**src/rtl/dp_instr_encoder.sv**
```systemverilog
// Encodes a data-processing op descriptor into a 32-bit ARM DP word at a sequential address (optional DP_ENC_IMM_ROT_EN adds a rotated-immediate search).
// Latency 1 cycle (up to 16 more with immediate search). The word is held until out_ready, and no new request is taken in the meantime.
module dp_instr_encoder #(
    parameter int                ADDR_W    = 32,
    parameter logic [ADDR_W-1:0] BASE_ADDR = '0
) (
    input  logic              clk,
    input  logic              reset,
    input  logic              in_valid,
    output logic              in_ready,
    input  logic [3:0]        cmd,
    input  logic [3:0]        cond,
    input  logic              s,
    input  logic [3:0]        rn,
    input  logic [3:0]        rd,
    input  logic [3:0]        rm,
    input  logic              imm_sel,
    input  logic [31:0]       imm32,
    input  logic [1:0]        sh,
    input  logic [4:0]        shamt,
    input  logic              addr_clr,
    output logic              out_valid,
    input  logic              out_ready,
    output logic [31:0]       out_instr,
    output logic [ADDR_W-1:0] out_addr,
    output logic              out_err
);

    typedef enum logic [1:0] {IDLE, SEARCH, HOLD} state_t;

    state_t            r_state, w_next;
    logic [31:0]       r_instr;
    logic              r_err;
    logic [ADDR_W-1:0] r_addr;
    logic              w_accept;
    logic              w_out_hs;
    logic              w_direct;
    logic [11:0]       w_src2_in;
    logic              w_search_done;

    // Returns {err, instr}; compare/test ops always set flags and have no destination.
    function automatic logic [32:0] encode(
        input logic [3:0]  f_cond,
        input logic [3:0]  f_cmd,
        input logic        f_s,
        input logic [3:0]  f_rn,
        input logic [3:0]  f_rd,
        input logic        f_imm,
        input logic [11:0] f_src2
    );
        logic       v_s;
        logic [3:0] v_rn;
        logic [3:0] v_rd;
        logic       v_err;
        v_s   = f_s;
        v_rn  = f_rn;
        v_rd  = f_rd;
        v_err = 1'b0;
        case (f_cmd)
            4'b0111, 4'b1110, 4'b1111: v_err = 1'b1;
            4'b1000, 4'b1001, 4'b1010, 4'b1011: begin
                v_s  = 1'b1;
                v_rd = 4'd0;
            end
            4'b1101: v_rn = 4'd0;
            default: ;
        endcase
        if (v_err)
            encode = {1'b1, 32'h0};
        else
            encode = {1'b0, f_cond, 2'b00, f_imm, f_cmd, v_s, v_rn, v_rd, f_src2};
    endfunction

    assign w_accept = in_valid && (r_state == IDLE);
    assign w_out_hs = out_ready && (r_state == HOLD);

`ifdef DP_ENC_IMM_ROT_EN
    logic [3:0]  r_cond;
    logic [3:0]  r_cmd;
    logic        r_s;
    logic [3:0]  r_rn;
    logic [3:0]  r_rd;
    logic [31:0] r_imm32;
    logic [3:0]  r_rot;
    logic [4:0]  w_amt;
    logic [31:0] w_rol;
    logic        w_hit;

    assign w_direct      = !imm_sel;
    assign w_src2_in     = {shamt, sh, 1'b0, rm};
    assign w_amt         = {r_rot, 1'b0};
    assign w_rol         = (r_imm32 << w_amt) | (r_imm32 >> (6'd32 - {1'b0, w_amt}));
    assign w_hit         = (w_rol[31:8] == 24'd0);
    assign w_search_done = w_hit || (r_rot == 4'hF);

    always_ff @(posedge clk or posedge reset) begin
        if (reset) begin
            r_cond  <= 4'd0;
            r_cmd   <= 4'd0;
            r_s     <= 1'b0;
            r_rn    <= 4'd0;
            r_rd    <= 4'd0;
            r_imm32 <= 32'd0;
            r_rot   <= 4'd0;
        end else if (w_accept) begin
            r_cond  <= cond;
            r_cmd   <= cmd;
            r_s     <= s;
            r_rn    <= rn;
            r_rd    <= rd;
            r_imm32 <= imm32;
            r_rot   <= 4'd0;
        end else if (r_state == SEARCH && !w_search_done) begin
            r_rot   <= r_rot + 4'd1;
        end
    end
`else
    logic w_unused_imm_hi;

    assign w_unused_imm_hi = ^imm32[31:12];
    assign w_direct        = 1'b1;
    assign w_src2_in       = imm_sel ? imm32[11:0] : {shamt, sh, 1'b0, rm};
    assign w_search_done   = 1'b1;
`endif

    always_ff @(posedge clk or posedge reset) begin
        if (reset)
            r_state <= IDLE;
        else
            r_state <= w_next;
    end

    always_comb begin
        w_next    = r_state;
        in_ready  = 1'b0;
        out_valid = 1'b0;
        case (r_state)
            IDLE: begin
                in_ready = 1'b1;
                if (in_valid)
                    w_next = w_direct ? HOLD : SEARCH;
            end
            SEARCH: begin
                if (w_search_done)
                    w_next = HOLD;
            end
            HOLD: begin
                out_valid = 1'b1;
                if (out_ready)
                    w_next = IDLE;
            end
            default: w_next = IDLE;
        endcase
    end

    always_ff @(posedge clk or posedge reset) begin
        if (reset) begin
            r_instr <= 32'd0;
            r_err   <= 1'b0;
        end else if (w_accept && w_direct) begin
            {r_err, r_instr} <= encode(cond, cmd, s, rn, rd, imm_sel, w_src2_in);
`ifdef DP_ENC_IMM_ROT_EN
        end else if (r_state == SEARCH && w_hit) begin
            {r_err, r_instr} <= encode(r_cond, r_cmd, r_s, r_rn, r_rd, 1'b1, {r_rot, w_rol[7:0]});
        end else if (r_state == SEARCH && r_rot == 4'hF) begin
            r_err   <= 1'b1;
            r_instr <= 32'd0;
`endif
        end
    end

    // Clear wins over the handshake increment so a clear+pop lands on BASE_ADDR.
    always_ff @(posedge clk or posedge reset) begin
        if (reset)
            r_addr <= BASE_ADDR;
        else if (addr_clr)
            r_addr <= BASE_ADDR;
        else if (w_out_hs)
            r_addr <= r_addr + ADDR_W'(4);
    end

    assign out_instr = r_instr;
    assign out_err   = r_err;
    assign out_addr  = r_addr;

endmodule

```
**config.mk**
```make
export PLATFORM = sky130hd
export DESIGN_NAME = dp_instr_encoder
export DESIGN_NICKNAME = d
export VERILOG_FILES = /design/src/rtl/dp_instr_encoder.sv
export SDC_FILE = /design/constraint.sdc
export NUM_CORES = 1
export LEC_CHECK = 0
export CORE_ASPECT_RATIO = 0.75
export CORE_MARGIN = 10
export CORE_UTILIZATION = 45
export CTS_BUF_LIST = sky130_fd_sc_hd__clkbuf_16
export DETAILED_ROUTE_END_ITERATION = 8
export PLACE_DENSITY_LB_ADDON = 0.25
export SYNTH_ARGS = -nofsm -noshare
export SYNTH_HDL_FRONTEND = slang
export SYNTH_SLANG_ARGS = --single-unit
export TNS_END_PERCENT = 100
```
**constraint.sdc**
```tcl
create_clock -name clk -period 2.99 [get_ports clk]
set_input_delay 0.4485 -clock clk [delete_from_list [all_inputs] [get_ports clk]]
set_output_delay 0.4485 -clock clk [all_outputs]
set_load 0.005 [all_outputs]
```
### Word-level counts from Yosys, hierarchy flattened

Index checks and enable logic that the tools add are counted.

* flip-flop bits (word level): 67
* bits of input ports: 66
* output and inout bits: 67
* logic and storage cells: 38

* add/sub/neg operators: 1
* equality and inequality tests: 12
* muxes and demuxes: 14
* reductions and logical operators: 7

Operators by type and width (number)
* $mux W32: 2
* $mux W33: 1
* $add A32 B3 Y32 const B: 1
* $eq A4 B4 Y1 const B: 7
* $mux W12: 1
* $mux W4: 2
* $pmux W2 S3: 1
* $mux W1: 5
* $eq A4 B3 Y1 const B: 1
* $mux W2: 2
* $ne A2 B2 Y1 const B: 2
* $reduce_or A4 Y1: 1
* $reduce_or A3 Y1: 1
* $eq A2 B1 Y1 const B: 1
* $eq A2 B2 Y1 const B: 1
* $logic_and A1 B1 Y1: 2
* $logic_not A2 Y1: 1
* $reduce_and A2 Y1: 1
* $reduce_bool A2 Y1: 1

### Depth between registers and ports, before layout

* depth in word-level cells: 5
* depth in mapped cells: 6
* mapped depth without buffers: 5

### Worst setup path after synthesis

Ideal clock, no wire load.

* path type: reg-to-reg
* start point: register r_state[1]
* end point: register r_addr[29] (netlist: out_addr[29])
* setup time: 125 ps
* arrival time: 1679 ps
* required time: 2865 ps
* setup slack: 1186 ps
* cell stages (with the launch flop): 6
* path buffers: 1
* period minus slack after synthesis: 1804 ps
* cell sequence: dfrtp_1 > a21oi_2 > or3_1 > clkbuf_2 > nor4_1 > mux2_2

* word-level cells in the longest chain between the ends: 3

RTL lines
* start, declared: RTL line 31 `state_t r_state, w_next;`
* start signal, assigned: RTL line 130 `r_state <= w_next;`
* $eq A2 B2 Y1: RTL line 75 `assign w_out_hs = out_ready && (r_state == HOLD);`
* $logic_and A1 B1 Y1: RTL line 75
* $reduce_bool A2 Y1 (no line)
* end signal, assigned: RTL line 179 `r_addr <= r_addr + ADDR_W'(4);`
* end, declared: RTL line 34 `logic [ADDR_W-1:0] r_addr;`

No other way between the ends.
A chain may end at the register's enable or synchronous reset.

### Worst setup path after layout

* start point: register r_addr[15] (netlist: out_addr[15])
* end point: register r_addr[25] (netlist: out_addr[25])

* word-level cells in the longest chain between the ends: 3

RTL lines
* $add A32 B3 Y32: RTL line 179
* $mux W32: RTL line 178 `else if (w_out_hs)`
* $mux W32: RTL line 176 `else if (addr_clr)`

No other way between the ends. The select of a mux whose other input is x is not followed.

==> results_dict.tcl <==
set metrics [dict create \
    status "complete, no violations" \
    yosys.cell_types.count 36 \
    cts_hold_repair.buffers 0 \
    combinational_family_with_the_most_area_after_synthesis "simple AND/OR/NAND/NOR gates" \
    synth-compound-area-share_pct 16.4 \
    p_leak_nw 1.81 \
    worstMarginPinSlew_ps 775 \
    ir_drop_worst_vdd_v 0.000329 \
    synthesis.yosys.warnings 0 \
    busiest_layer "met2" \
    coreArea_um2 6290 \
    h-tree-depth 3 \
    drt_first_iter_violations 145 \
    number_of_antenna_diodes 0 \
    final_antenna_net_count 0 \
    wire_per_inst_um 17.1 \
    num-fill-cells 477 \
    grtUsageMet1_pct 19.8 \
    fin_crit_sh_pct 77.0 \
    fmax_mhz 435 \
    layout.cells.most_common "sky130_fd_sc_hd__clkdlybuf4s50_1" \
    worst_hold_path.num_cells 2 \
    relSlewSlack_pct 48.2 \
    final_max_slew_viol_count 0 \
    netlist_instances 282 \
    critical_path.startpoint_type "register" \
    die_span_x_um 113 \
    finalSetupTns_ps 0 \
    dp_slack_ps 373 \
    synthAdderAreaFrac_pct 0.432 \
    flow.area_growth_from_synthesis_pct 51.6 \
    setup-violations-final 0 \
    number_of_antenna_violations_at_the_first_check_in_global_routing 0 \
    cts.sinks 62 \
    syn-mean-instance-area_um2 10.3 \
    grt.met3_usage_pct 5.70 \
    half_perimeter_wire_length_after_placement_mm 6.17 \
    worstPathRequired_ps 3230 \
    grt_overflow_total 0 \
    post_synth_xor_area_fraction_pct 2.72 \
    ios 133 \
    numCtsBuffers 9 \
    final.min_clock_period_ps 2300 \
    postLayoutSetupSlackWorst_ps 689 \
    worstPathArrival_ps 2550 \
    clock_insertion_delay_worst_skew_ps 320 \
    r2r.worst_path.cells 4 \
    fp.dieArea_um2 10100 \
    floorplan.die.height_um 89.5 \
    cts_resized 0 \
    synth_area_um2 2900 \
    vias 2620 \
    critPathMaxFanout 17 \
    finalHoldViolations 0 \
    initial_core_util_pct 46.0 \
    multi_input_area_um2 1250 \
    criticalPathCategory "reg -> reg" \
    place.port_buffers 108 \
    tritoncts "done" \
    worstSetupEndpointType "register" \
    cap_violations 0 \
    hold_class "reg -> reg" \
    final_cell_count_no_fill 481 \
    place_congestion 0.804 \
    drcViolationCount 0 \
    synth_seq_area_share_pct 53.6 \
    register_area_um2 1550 \
    flip_flop_and_latch_count_after_synthesis 62 \
    yosys.area_share.simple_pct 18.4 \
    groute.usage.overall_pct 15.6 \
    postRouteWirelength_mm 8.22 \
    place_inst 465 \
    grt_first_pass_wirelength_mm 12.8 \
    clk_pin_slew_ps 50 \
    finClkSkew_ps 4.47 \
    first_pass_iters 4 \
    fp-row-count 25 \
    layout.cells.most_common_list "sky130_fd_sc_hd__clkdlybuf4s50_1, sky130_fd_sc_hd__dfrtp_1, sky130_fd_sc_hd__nand2_1" \
    grt_max_degree 33 \
    post_cts_buffers 0 \
    final_core_utilization_pct 69.8 \
    layout_cells_sized_above_1_pct 7.25 \
    finalNetCount 462 \
    power_density_cells_nw_per_um2 566 \
    first_global_vias 2477 \
    cts_root_buffer "sky130_fd_sc_hd__clkbuf_16" \
    max-clock-path-buffers 2 \
    route.detailed.vias_per_inst 5.45 \
    rsz0062_at_grt "no" \
    yosys-mux-area-fraction_pct 4.58 \
    global_route_met2_utilization_pct 24.1 \
]
-- flip-flops by register name, indices dropped and copies added, names as in the netlist --
signal and flops:
out_addr 30, out_instr 30, r_state 1, out_err 1
-- worst paths after layout --
check	from	end	slack, ps
max reg2reg	out_addr[15]$_DFFE_PP0N_	out_addr[25]$_DFFE_PP0N_	690
min reg2reg	out_instr[8]$_DFFE_PP0P_	out_instr[8]$_DFFE_PP0P_	480
min	out_instr[8]$_DFFE_PP0P_	out_instr[8]$_DFFE_PP0P_	480
max in group asynchronous	reset	out_addr[13]$_DFFE_PP0N_	1840
max	out_addr[15]$_DFFE_PP0N_	out_addr[25]$_DFFE_PP0N_	690
min in group asynchronous	reset	r_state[1]$_DFFE_PP0P_	550
-- Yosys cell counts --
library cell	count	area share [%]
sky130_fd_sc_hd__nor2_1	17	2.2
sky130_fd_sc_hd__nor2b_1	3	0.65
sky130_fd_sc_hd__a21oi_1	21	3.6
sky130_fd_sc_hd__xor2_1	5	1.5
sky130_fd_sc_hd__xnor2_1	4	1.2
sky130_fd_sc_hd__nand2_1	27	3.5
sky130_fd_sc_hd__or3_1	5	1.1
sky130_fd_sc_hd__o31ai_1	11	2.9
sky130_fd_sc_hd__dfrtp_1	62	54
sky130_fd_sc_hd__clkbuf_1	10	1.3
sky130_fd_sc_hd__o41ai_1	3	0.91
sky130_fd_sc_hd__nor4_1	5	1.1
sky130_fd_sc_hd__ha_1	1	0.43
sky130_fd_sc_hd__or4_1	11	2.9
sky130_fd_sc_hd__clkbuf_2	1	0.17
sky130_fd_sc_hd__a22o_1	16	4.8
sky130_fd_sc_hd__o21bai_1	1	0.26
sky130_fd_sc_hd__mux2i_1	11	3.8
sky130_fd_sc_hd__buf_1	2	0.26
sky130_fd_sc_hd__or4b_2	3	1.0
sky130_fd_sc_hd__nand2b_1	1	0.22
sky130_fd_sc_hd__a32o_1	1	0.35
sky130_fd_sc_hd__buf_4	4	1.0
sky130_fd_sc_hd__nor3b_1	1	0.26
sky130_fd_sc_hd__nand3_1	13	2.2
sky130_fd_sc_hd__nand4_1	4	0.86
sky130_fd_sc_hd__mux2_2	2	0.78
sky130_fd_sc_hd__and3_1	3	0.65
sky130_fd_sc_hd__and4_1	4	1.2
sky130_fd_sc_hd__nand4b_1	1	0.30
sky130_fd_sc_hd__o21ai_0	19	3.3
sky130_fd_sc_hd__buf_2	1	0.17
sky130_fd_sc_hd__nand3b_1	1	0.26
sky130_fd_sc_hd__a21oi_2	1	0.30
sky130_fd_sc_hd__inv_1	6	0.78
sky130_fd_sc_hd__conb_1	1	0.13
-- worst max-delay path: stages (launching register included) --
cell                      delay (ps)
sky130_fd_sc_hd__dfrtp_1         460
sky130_fd_sc_hd__and4_1          290
sky130_fd_sc_hd__nand4_1         510
sky130_fd_sc_hd__or4b_2          800
sky130_fd_sc_hd__a21oi_1         160
-- power breakdown --
part           internal (mW)  switching (mW)  leakage [nW]  total [mW]
Clock                  0.716           0.347         0.159        1.06
Combinational          0.275           0.165         0.829       0.440
Sequential             0.930          0.0510         0.822       0.981
Total                   1.92           0.563          1.81        2.48
-- layout make-up --
type | count | share of cell area, %
tap | 81 | 2.31
clock inverter | 7 | 1.85
multi-input combinational | 199 | 28.4
clock buffer | 9 | 5.13
sequential | 62 | 35.3
timing repair buffer | 117 | 26.4
inverter | 6 | 0.513
-- cell families (layout without fill, tap and decap cells) --
kind of cell               count (synthesis)  in the layout
adders and majority gates                  1              1
AOI/OAI and AO/OA                         73             73
DFF                                       62             62
muxes                                     13             13
other                                      1              4
xor gates and xnor gates                   9              9
buffers and inverters                     24            139
and+or+nand+nor                           99             99
-- stage by stage --
step                hold WS (ps)  total power [mW]  cell area (um2)
finish                       483              2.48             4390
global route                 519              2.58             4390
CTS                          485              2.51             4390
detailed placement           474              1.44             4080
global placement             460              1.43             4080
floorplan                    473              1.14             2910
-- metal layers --
metal  vias up  routed length (um)
li1       1263                   -
met1      1261                3580
met2        83                3940
met3        13                 570
met4         0                 133
met5         -                   0
No activity file was read; power rests on OpenSTA's default activity.
